### src/rtl/booth_mult_if.sv
// Handshake and operand/result bundle for the Booth multiplier core.
// Ports: start/mcand/mplier from requester; busy/done/product from core.
interface booth_mult_if #(
    parameter int WIDTH = 8
);
    logic                   start;
    logic [WIDTH-1:0]       mcand;
    logic [WIDTH-1:0]       mplier;
    logic                   busy;
    logic                   done;
    logic [2*WIDTH-1:0]     product;

    modport master (
        output start, mcand, mplier,
        input  busy, done, product
    );

    modport slave (
        input  start, mcand, mplier,
        output busy, done, product
    );
endinterface

### src/rtl/booth_mult_core.sv
// Radix-2 Booth sequential signed multiplier, one iteration per clock.
// Ports: clk1, rst_n (async low); bus.slave: start/mcand/mplier in, busy/done/product out.
module booth_mult_core #(
    parameter int WIDTH = 8
) (
    input  logic          clk1,
    input  logic          rst_n,
    booth_mult_if.slave   bus
);
    localparam int CW = (WIDTH > 1) ? $clog2(WIDTH) : 1;
    localparam logic [CW-1:0] LAST = CW'(WIDTH - 1);

    typedef enum logic [1:0] {
        IDLE,
        RUN,
        DONE
    } state_t;

    state_t               state_q, state_d;
    logic [WIDTH:0]       a_q, a_d;
    logic [WIDTH:0]       m_q, m_d;
    logic [WIDTH-1:0]     q_q, q_d;
    logic                 q1_q, q1_d;
    logic [CW-1:0]        cnt_q, cnt_d;
    logic                 busy_q, busy_d;
    logic                 done_q, done_d;
    logic [2*WIDTH-1:0]   prod_q, prod_d;

    logic [WIDTH:0]       a_nxt;
    logic [WIDTH:0]       a_sh;
    logic [WIDTH-1:0]     q_sh;

    // Booth recoding on {Q[0],Q_1}; A carries a guard bit so -M is exact
    // even for the most negative multiplicand.
    always_comb begin
        unique case ({q_q[0], q1_q})
            2'b10:   a_nxt = a_q - m_q;
            2'b01:   a_nxt = a_q + m_q;
            default: a_nxt = a_q;
        endcase
    end

    // Arithmetic right shift of {A',Q,Q_1}
    assign a_sh = {a_nxt[WIDTH], a_nxt[WIDTH:1]};
    assign q_sh = {a_nxt[0], q_q[WIDTH-1:1]};

    always_comb begin
        state_d = state_q;
        a_d     = a_q;
        m_d     = m_q;
        q_d     = q_q;
        q1_d    = q1_q;
        cnt_d   = cnt_q;
        busy_d  = busy_q;
        done_d  = done_q;
        prod_d  = prod_q;

        unique case (state_q)
            IDLE: begin
                busy_d = 1'b0;
                done_d = 1'b0;
                if (bus.start) begin
                    m_d     = {bus.mcand[WIDTH-1], bus.mcand};
                    q_d     = bus.mplier;
                    a_d     = '0;
                    q1_d    = 1'b0;
                    cnt_d   = '0;
                    busy_d  = 1'b1;
                    state_d = RUN;
                end
            end
            RUN: begin
                a_d   = a_sh;
                q_d   = q_sh;
                q1_d  = q_q[0];
                cnt_d = cnt_q + CW'(1);
                if (cnt_q == LAST) begin
                    prod_d  = {a_sh[WIDTH-1:0], q_sh};
                    done_d  = 1'b1;
                    state_d = DONE;
                end
            end
            DONE: begin
                done_d  = 1'b0;
                busy_d  = 1'b0;
                state_d = IDLE;
            end
            default: begin
                state_d = IDLE;
                busy_d  = 1'b0;
                done_d  = 1'b0;
            end
        endcase
    end

    always_ff @(posedge clk1 or negedge rst_n) begin
        if (!rst_n) begin
            state_q <= IDLE;
            a_q     <= '0;
            m_q     <= '0;
            q_q     <= '0;
            q1_q    <= 1'b0;
            cnt_q   <= '0;
            busy_q  <= 1'b0;
            done_q  <= 1'b0;
            prod_q  <= '0;
        end else begin
            state_q <= state_d;
            a_q     <= a_d;
            m_q     <= m_d;
            q_q     <= q_d;
            q1_q    <= q1_d;
            cnt_q   <= cnt_d;
            busy_q  <= busy_d;
            done_q  <= done_d;
            prod_q  <= prod_d;
        end
    end

    assign bus.busy    = busy_q;
    assign bus.done    = done_q;
    assign bus.product = prod_q;
endmodule

### src/flat_wrapper.sv
// flat-port wrapper written by rule: the top's interface ports become plain ports
module booth_mult_core_flat 
#(
    parameter int WIDTH = 8
)
  (clk1, rst_n, bus_start, bus_mcand, bus_mplier, bus_busy, bus_done, bus_product);
  booth_mult_if #(.WIDTH(WIDTH)) bus_i ();
  input  logic clk1;
  input  logic rst_n;
  input wire logic [$bits(bus_i.start)-1:0] bus_start;
  input wire logic [$bits(bus_i.mcand)-1:0] bus_mcand;
  input wire logic [$bits(bus_i.mplier)-1:0] bus_mplier;
  output wire logic [$bits(bus_i.busy)-1:0] bus_busy;
  output wire logic [$bits(bus_i.done)-1:0] bus_done;
  output wire logic [$bits(bus_i.product)-1:0] bus_product;
  assign bus_i.start = bus_start;
  assign bus_i.mcand = bus_mcand;
  assign bus_i.mplier = bus_mplier;
  assign bus_busy = bus_i.busy;
  assign bus_done = bus_i.done;
  assign bus_product = bus_i.product;
  booth_mult_core #(.WIDTH(WIDTH)) u_core (.clk1(clk1), .rst_n(rst_n), .bus(bus_i));
endmodule
### config.mk
export PLATFORM = sky130hd
export DESIGN_NAME = booth_mult_core_flat
export DESIGN_NICKNAME = d
export VERILOG_FILES = /design/src/rtl/booth_mult_if.sv /design/src/rtl/booth_mult_core.sv /design/src/flat_wrapper.sv
export SDC_FILE = /design/constraint.sdc
export NUM_CORES = 1
export LEC_CHECK = 0
export ABC_AREA = 1
export BUFFER_PORTS_ARGS = -buffer_cell sky130_fd_sc_hd__buf_4
export CELL_PAD_IN_SITES_DETAIL_PLACEMENT = 1
export CELL_PAD_IN_SITES_GLOBAL_PLACEMENT = 1
export CORE_ASPECT_RATIO = 0.7
export CORE_MARGIN = 8
export CORE_UTILIZATION = 42
export DETAILED_ROUTE_END_ITERATION = 16
export MAX_ROUTING_LAYER = met4
export PLACE_DENSITY_LB_ADDON = 0.12
export SLEW_MARGIN = 20
export SYNTH_ARGS = -nofsm -noshare
export SYNTH_HDL_FRONTEND = slang
export SYNTH_SLANG_ARGS = --single-unit
### constraint.sdc
create_clock -name clk1 -period 2.7 [get_ports clk1]
set_input_delay 0.54 -clock clk1 [delete_from_list [all_inputs] [get_ports clk1]]
set_output_delay 0.54 -clock clk1 [all_outputs]
set_load 0.01 [all_outputs]
==> results of run 1 <==
cell usage after synthesis (2+ instances only):
library cell,n,area [sq um]
buf_2,5,25.0
a22o_1,4,35.0
buf_6,2,22.5
ha_1,12,150
o21ai_2,2,17.5
nand3_2,3,30.0
o211ai_1,2,15.0
a22oi_1,5,37.5
nor2_1,9,33.8
or2_1,2,12.5
nor2_2,4,25.0
nor2_4,2,22.5
a21oi_2,3,26.3
o21ai_0,15,75.1
nand2_1,110,413
nand4_1,3,18.8
dfrtp_1,48,1200
a21oi_1,3,15.0
o21ai_1,11,55.1
inv_1,22,82.6
xnor2_1,3,26.3
xor2_1,4,35.0
inv_2,5,18.8
nand2_2,6,37.5
nand3_1,10,50.1
metal layers:
metal	global-route usage (%)	vias to the layer above
li1	-	1052
met5	-	-
met4	1.61	0
met2	24.9	35
met1	23.7	1020
met3	3.16	2
final cells by class:
class	instances	area share, %
Clock buffer	5	2.29
Clock inverter	3	1.54
Inverter	28	3.49
Multi-Input combinational cell	219	39.9
Sequential cell	48	39.9
Tap cell	75	3.12
Timing Repair Buffer	39	9.73
worst max path at each step:
stage                     slack [ns]             to
after floorplan                 0.58  u_core.a_q[3]
after global placement          0.23  u_core.a_q[7]
after detailed placement        0.19  u_core.a_q[7]
after CTS                       0.16  u_core.a_q[7]
after global routing         -0.0005  u_core.a_q[4]
final                           0.28  u_core.a_q[7]
sequential cells by signal (all words and copies together) (netlist names):
name and cells:
u_core.cnt_q 3, u_core.state_q 2, u_core.q1_q 1, u_core.bus.product 16
u_core.q_q 8, u_core.a_q 8, u_core.bus.busy 1, u_core.m_q 8
u_core.bus.done 1
critical path: stages (launching register included):
cell     delay [ns]
dfrtp_1        0.38
inv_1          0.10
ha_2           0.24
inv_1          0.11
nand2_1        0.07
o21ai_0        0.15
fa_1           0.49
nand3_2        0.09
nand2_2        0.09
nand2_2        0.07
nand2_2        0.07
nand2_1        0.12
nand3_2        0.08
nand2_1        0.07
nand2_1        0.07
nand2_1        0.06
nand2_1        0.05
repair_timing:
item / CTS / global route
hold buffers: 0 / 0
setup buffers: 0 / 1
resized for setup: 0 / 3
setup endpoints to repair: 0 / 4
cells in the final DEF, fill, tap and decap left out, types with 6 or more instances in the layout:
cell / n
o21ai_1: 11
o21ai_0: 15
inv_1: 22
nand3_1: 10
buf_4: 39
dfrtp_1: 48
ha_1: 11
nand2_1: 110
nor2_1: 8
nand2_2: 6
through the flow:
stage / cells / utilization (%) / area [sq um] / hold WS (ns)
after floorplan: 303 / - / 2550 / 0.244
after global placement: 408 / 49.5 / 2880 / 0.462
after detailed placement: 408 / 49.5 / 2880 / 0.462
after CTS: 416 / 51.5 / 2990 / 0.275
after global routing: 417 / 51.8 / 3010 / 0.293
final: 417 / 51.8 / 3010 / 0.231
cells by family after synthesis:
| logic type | count (synthesis) | share of synthesized area (%) |
|---|---|---|
| and+or+nand+nor | 151 | 25.9 |
| AOI/OAI and AO/OA | 48 | 11.8 |
| DFF | 48 | 47.0 |
| buffers and inverters | 36 | 6.27 |
| adders and majority gates | 13 | 6.66 |
| xor gates and xnor gates | 7 | 2.40 |
==> flow_metrics.tcl, run 1 <==
set metrics [dict create \
    routed-wl-met3_microns 223 \
    cts_root_buffer "clkbuf_8" \
    fp.dieW_microns 109 \
    fin_nets 373 \
    top_layer "met4" \
    grt_max_degree 49 \
    drive_above_1_share_pct 22.5 \
    cts-buffers-inserted 5 \
    gr-total-overflow 0 \
    cp-start-kind "flip-flop" \
    finalSetupTns_ns 0 \
    gp_congestion 0.854 \
    skew_ns 0.00553 \
    antenna_cells 0 \
    multi_input_area_sq_um 1200 \
    ios 37 \
    area.sequential_sq_um 1200 \
    arrival_ns 2.62 \
    yosysSeqAreaShare_pct 47.0 \
    htreeDepth 2 \
    path_class "reg2reg" \
    start_util_pct 43.9 \
    grt_usage_pct 16.7 \
    min_period_over_period_pct 89.7 \
    cts_tree "yes" \
    numPortBuffers 36 \
    slew_headroom_pct 58.6 \
    syn_area_per_cell_sq_um 8.43 \
    timing.final.ws_setup_ns 0.278 \
    fillCellCount 717 \
    hold_viol 0 \
    synth_edf_count 0 \
    syn_area_sq_um 2550 \
    rr_endpoint "u_core.a_q[7]" \
    cp_max_fo 6 \
    clockBufferDepth 2 \
    drt_wl_total_microns 6690 \
    antenna_left 0 \
    grt_antenna_before_repair 0 \
    synth.ff_latch_count 48 \
    synth_fp_nets 335 \
    end_kind "flip-flop" \
    setup_viol 0 \
    drcViolationCount 0 \
    crit_required_ns 2.90 \
    min_period_ns 2.42 \
    clkSlewWorstSetupHoldPaths_ns 0.10 \
    met2_length_microns 2920 \
    finalMaxSlewViolations 0 \
    met1Wirelength_microns 3520 \
    synthCells 303 \
    num_vias 2109 \
    post-place-ws_ns 0.186 \
    drtIter0Drc 95 \
    rows 23 \
    die_area_sq_um 8870 \
    grt_pass1_wl_microns 11400 \
    clock_latency_ns 0.30 \
    clock.fmax_mhz 413 \
    hold_class "in2async" \
    die_h_microns 81.2 \
    dp_hpwl_microns 5180 \
    core_sq_um 5810 \
    clkSinkCount 48 \
    syn2layout_area_growth_pct 17.9 \
    vias_per_cell 5.06 \
    r2r_setup_slack_ns 0.28 \
    drt-pass1-iter-count 4 \
    wire_per_inst_microns 16.0 \
    grt_pass1_vias 2252 \
    ys_warn_count 0 \
    synth-async-reset-ratio_pct 100 \
    max_cap_violations 0 \
    r2r_start "u_core.q_q[0]" \
    setup.worst_path.start "u_core.q_q[0]" \
    ys_types 33 \
    reg2reg_depth 16 \
    worst_slew_pin_slew_ns 0.621 \
    synthFlopType "dfrtp_1" \
    status "finished clean" \
]
Power of run 1 is left out: the tool's default activity adds up to more than one toggle a clock period on the data nets, which glitch-free logic cannot reach.
==> run 2: changes to the inputs <==
--- a/config.mk
+++ b/config.mk
@@ -6,7 +6,7 @@
 export NUM_CORES = 1
 export LEC_CHECK = 0
 export ABC_AREA = 1
-export BUFFER_PORTS_ARGS = -buffer_cell sky130_fd_sc_hd__buf_4
+export BUFFER_PORTS_ARGS = -buffer_cell sky130_fd_sc_hd__buf_2
 export CELL_PAD_IN_SITES_DETAIL_PLACEMENT = 1
 export CELL_PAD_IN_SITES_GLOBAL_PLACEMENT = 1
 export CORE_ASPECT_RATIO = 0.7
==> run 2 against run 1 <==
Against the previous run:
- register-to-register slack lost 0.12 ns
- first-iteration DRC count is 4.2% higher
- hold slack got worse by 0.068 ns
- worst setup slack got worse by 0.12 ns
- maximum frequency shrank 4.7%
- routed wire length rose by 5.3%
- design area shrank 1.4%
- critical path depth is 2 lower
- die area is the same
- sequential share of layout area increased by 0.57 points
==> flow_metrics.tcl, run 2 (synthesis gave the netlist of run 1 again) <==
set metrics [dict create \
    status "finished clean" \
    gr-total-overflow 0 \
    fin_util_pct 51.1 \
    cp_max_fo 6 \
    cts_root_buffer "clkbuf_8" \
    fin_nets 376 \
    fillCellCount 708 \
    antenna_cells 0 \
    cp-start-kind "flip-flop" \
    num_vias 2105 \
    core_sq_um 5810 \
    crit_family "simple AND/OR/NAND/NOR gates" \
    hold_ws_ns 0.163 \
    max_cap_violations 0 \
    slowest_stage "dfrtp_1" \
    cts_tree "yes" \
    grt_pass1_vias 2240 \
    drt-pass1-iter-count 4 \
    die_area_sq_um 8870 \
    drtIter0Drc 99 \
    critical_path.max_stage_delay_ns 0.40 \
    min_period_ns 2.54 \
    layout_commonest_cell "nand2_1" \
    drive_above_1_share_pct 23.2 \
    critPathBufInv 0 \
    grt_antenna_before_repair 0 \
    clockBufferDepth 2 \
    largest_reg_flops 16 \
    hold_viol 0 \
    crit_required_ns 2.90 \
    numPortBuffers 36 \
    cts_hold_buf 0 \
    htreeDepth 2 \
    end_kind "flip-flop" \
    min_period_over_period_pct 94.1 \
    drt_wl_total_microns 7040 \
    rsz0062_at_grt "true" \
    clock.fmax_mhz 394 \
    grt_usage_pct 17.4 \
    crit_chain "nor3_1, a21oi_1, xor2_1, ha_1, nand2_1, a21oi_2, nor2_1, nand2_2, nand2_1, nand3_2, nand2_1, nand2_1, nand2_1, nand2_1" \
    ios 37 \
    cpMostUsedCell "nand2_1" \
    clkSinkCount 48 \
    gp_congestion 0.873 \
    path_class "reg2reg" \
    final_cell_mix "nand2_1, dfrtp_1, buf_2" \
    setup_viol 0 \
    dp_hpwl_microns 5410 \
    drcViolationCount 0 \
    start_util_pct 43.9 \
    arrival_ns 2.74 \
    fp.dieW_microns 109 \
    path_depth 14 \
    die_h_microns 81.2 \
    worst_slew_pin_slew_ns 0.605 \
    reg2reg_depth 14 \
    slew_headroom_pct 59.6 \
    grt_pass1_wl_microns 11600 \
    rows 23 \
    antenna_left 0 \
    skew_ns 0.00808 \
    clock_latency_ns 0.31 \
    clkSlewWorstSetupHoldPaths_ns 0.10 \
    wire_per_inst_microns 16.8 \
    grt_max_degree 23 \
    hold_class "in2async" \
    vias_per_cell 5.01 \
    finalMaxSlewViolations 0 \
    finalSetupTns_ns 0 \
    cts-buffers-inserted 5 \
    syn2layout_area_growth_pct 16.2 \
]
==> run 2: metal layers <==
metal	up-vias	global-route usage, %	share of wire, %
met1	1010	24.5	52
met4	0	3.62	0.72
li1	1057	-	-
met3	4	3.56	3.2
met5	-	-	0
met2	34	25.4	44
==> run 2: area by class of cell <==
type	count	area [sq um]	share of cell area, %
flip-flops and latches	48	1200	40.5
clock inverters	3	68.8	2.32
well taps	75	93.8	3.16
clock buffers	5	68.8	2.32
repair buffers	42	225	7.59
inverters	28	105	3.54
multi-input cells	219	1200	40.6
==> run 2: worst paths after layout <==
kind	start	endpoint	slack (ns)
min in group clk1	bus_mcand[2]	u_core.m_q[2]	0.42
worst max register to register	u_core.m_q[2]	u_core.a_q[7]	0.16
worst min register to register	u_core.bus.product[8]	u_core.bus.product[8]	0.47
max in group asynchronous	rst_n	u_core.state_q[1]	1.96
worst max-delay path	u_core.m_q[2]	u_core.a_q[7]	0.16
worst min-delay path	rst_n	u_core.bus.product[13]	0.16
==> run 2: stage by stage <==
step | setup WS [ns] | std cells | instance area (sq um)
floorplan | 0.579 | 303 | 2550
global route | -0.00394 | 420 | 2970
detailed placement | 0.203 | 411 | 2810
finish | 0.159 | 420 | 2970
global placement | 0.293 | 411 | 2810
CTS | 0.130 | 419 | 2950
==> run 2: what timing repair did <==
item	4_1_cts	5_1_grt
setup endpoints to repair	0	7
buffers inserted	0	1
resized for setup	0	3
Power of run 2 is left out for the same reason.
==> run 3: changes to the inputs <==
--- a/config.mk
+++ b/config.mk
@@ -10,11 +10,10 @@
 export CELL_PAD_IN_SITES_DETAIL_PLACEMENT = 1
 export CELL_PAD_IN_SITES_GLOBAL_PLACEMENT = 1
 export CORE_ASPECT_RATIO = 0.7
-export CORE_MARGIN = 8
 export CORE_UTILIZATION = 42
 export DETAILED_ROUTE_END_ITERATION = 16
 export MAX_ROUTING_LAYER = met4
-export PLACE_DENSITY_LB_ADDON = 0.12
+export PLACE_DENSITY = 0.8
 export SLEW_MARGIN = 20
 export SYNTH_ARGS = -nofsm -noshare
 export SYNTH_HDL_FRONTEND = slang
==> run 3 against run 2 <==
Against the previous run:
- clock-buffer cell count is the same
- sequential share of layout area up 0.45 points
- non-clock buffer count shrank 1
- utilization fell by 0.31 points
- critical path depth fell by 3
- routed wire length shrank 6.9%
- via count increased by 1.0%
- maximum frequency grew 2.0%
- final cell count fell by 0.24%
- design area decreased by 1.1%
- critical path type unchanged
- largest cell class unchanged
==> flow_metrics.tcl, run 3 (synthesis gave the netlist of run 1 again) <==
set metrics [dict create \
    status "finished clean" \
    cp_max_fo 6 \
    grt_busiest_layer "met2" \
    vias_per_cell 5.07 \
    cts_hold_buf 0 \
    clock_latency_ns 0.31 \
    cp-start-kind "flip-flop" \
    hold_class "in2async" \
    min_period_over_period_pct 92.3 \
    cts-buffers-inserted 5 \
    fp.dieW_microns 95.2 \
    cpMostUsedCell "buf_4" \
    worst_slew_pin_slew_ns 0.618 \
    hold_ws_ns 0.325 \
    timing.final.ws_setup_ns 0.208 \
    layout_commonest_cell "nand2_1" \
    num_vias 2126 \
    dp_hpwl_microns 4930 \
    numPortBuffers 36 \
    gr-total-overflow 0 \
    path_class "reg2reg" \
    drt_wl_total_microns 6550 \
    fin_nets 375 \
    min_period_ns 2.49 \
    cts_tree "yes" \
    end_kind "flip-flop" \
    fin_cells 419 \
    finalMaxSlewViolations 0 \
    place_inst 409 \
    die_h_microns 67.2 \
    die_area_sq_um 6400 \
    grt_use_met3_pct 4.05 \
    use_met1_pct 32.7 \
    slew_headroom_pct 58.8 \
    htreeDepth 2 \
    ios 37 \
    antenna_left 0 \
    drcViolationCount 0 \
    clkSlewWorstSetupHoldPaths_ns 0.10 \
    crit_chain "ha_1, inv_1, o31ai_2, xnor2_1, ha_2, buf_4, buf_4, or2_1, nand3_2, o21ai_2, a22o_1" \
    grt_pass1_wl_microns 10700 \
    wire_per_inst_microns 15.6 \
    rows 23 \
    grt.met2_usage_pct 34.3 \
    crit_required_ns 2.90 \
    drive_above_1_share_pct 23.5 \
    skew_ns 0.00782 \
    final_cell_mix "nand2_1, dfrtp_1, buf_2" \
    syn2layout_area_growth_pct 14.9 \
    cts_root_buffer "clkbuf_8" \
    critical_path.max_stage_delay_ns 0.40 \
    setup_viol 0 \
    arrival_ns 2.69 \
    critPathBufInv 3 \
    post-place-ws_ns 0.184 \
    grt_max_degree 49 \
    clock.fmax_mhz 401 \
    grt_pass1_vias 2178 \
    max_cap_violations 0 \
    fillCellCount 712 \
    drt-pass1-iter-count 4 \
    gp_congestion 0.806 \
    hold_viol 0 \
    antenna_cells 0 \
    slowest_stage "dfrtp_1" \
    clkSinkCount 48 \
    crit_family "adder cells" \
    largest_reg_flops 16 \
    clockBufferDepth 2 \
    start_util_pct 44.1 \
    core_sq_um 5780 \
    grt_antenna_before_repair 0 \
    drtIter0Drc 67 \
    grt_usage_pct 23.1 \
]
[run 3: path summary, 6_finish.rpt]
path / from / to / slack (ns) / depth (start not counted)
max reg2reg: u_core.q1_q / u_core.a_q[3] / 0.21 / 11
max: u_core.q1_q / u_core.a_q[3] / 0.21 / 11
min in group clk1: bus_mcand[4] / u_core.m_q[4] / 0.43 / 3
min reg2reg: u_core.bus.product[7] / u_core.bus.product[7] / 0.48 / 2
max in group asynchronous: rst_n / u_core.m_q[6] / 1.96 / 2
min: rst_n / u_core.a_q[5] / 0.33 / 2
[run 3: metal layers]
layer,vias to the layer above,share of wire (%)
met2,29,44
li1,1060,-
met4,0,0.76
met5,-,0
met1,1033,52
met3,4,2.7
[run 3: what timing repair did]
item / 4_1_cts / 5_1_grt
setup buffers: 0 / 2
endpoints found under the setup margin: 0 / 7
resized for setup: 0 / 6
endpoints found under the hold margin: 0 / 0
[run 3: layout make-up]
type / count / area, sq um / share of cell area (%)
Multi-Input combinational cell: 219 / 1220 / 41.7
Sequential cell: 48 / 1200 / 40.9
Timing Repair Buffer: 41 / 218 / 7.42
Inverter: 28 / 105 / 3.58
Tap cell: 75 / 93.8 / 3.20
Clock buffer: 5 / 68.8 / 2.34
Clock inverter: 3 / 23.8 / 0.810
[run 3: stage by stage]
step                      setup TNS, ns  cell area (sq um)  util (%)
after floorplan                       0               2550         -
after global placement                0               2800      48.3
after detailed placement              0               2800      48.3
after CTS                             0               2890      49.9
after global routing            -0.0502               2940      50.7
final                                 0               2940      50.7
Power of run 3 is left out for the same reason.
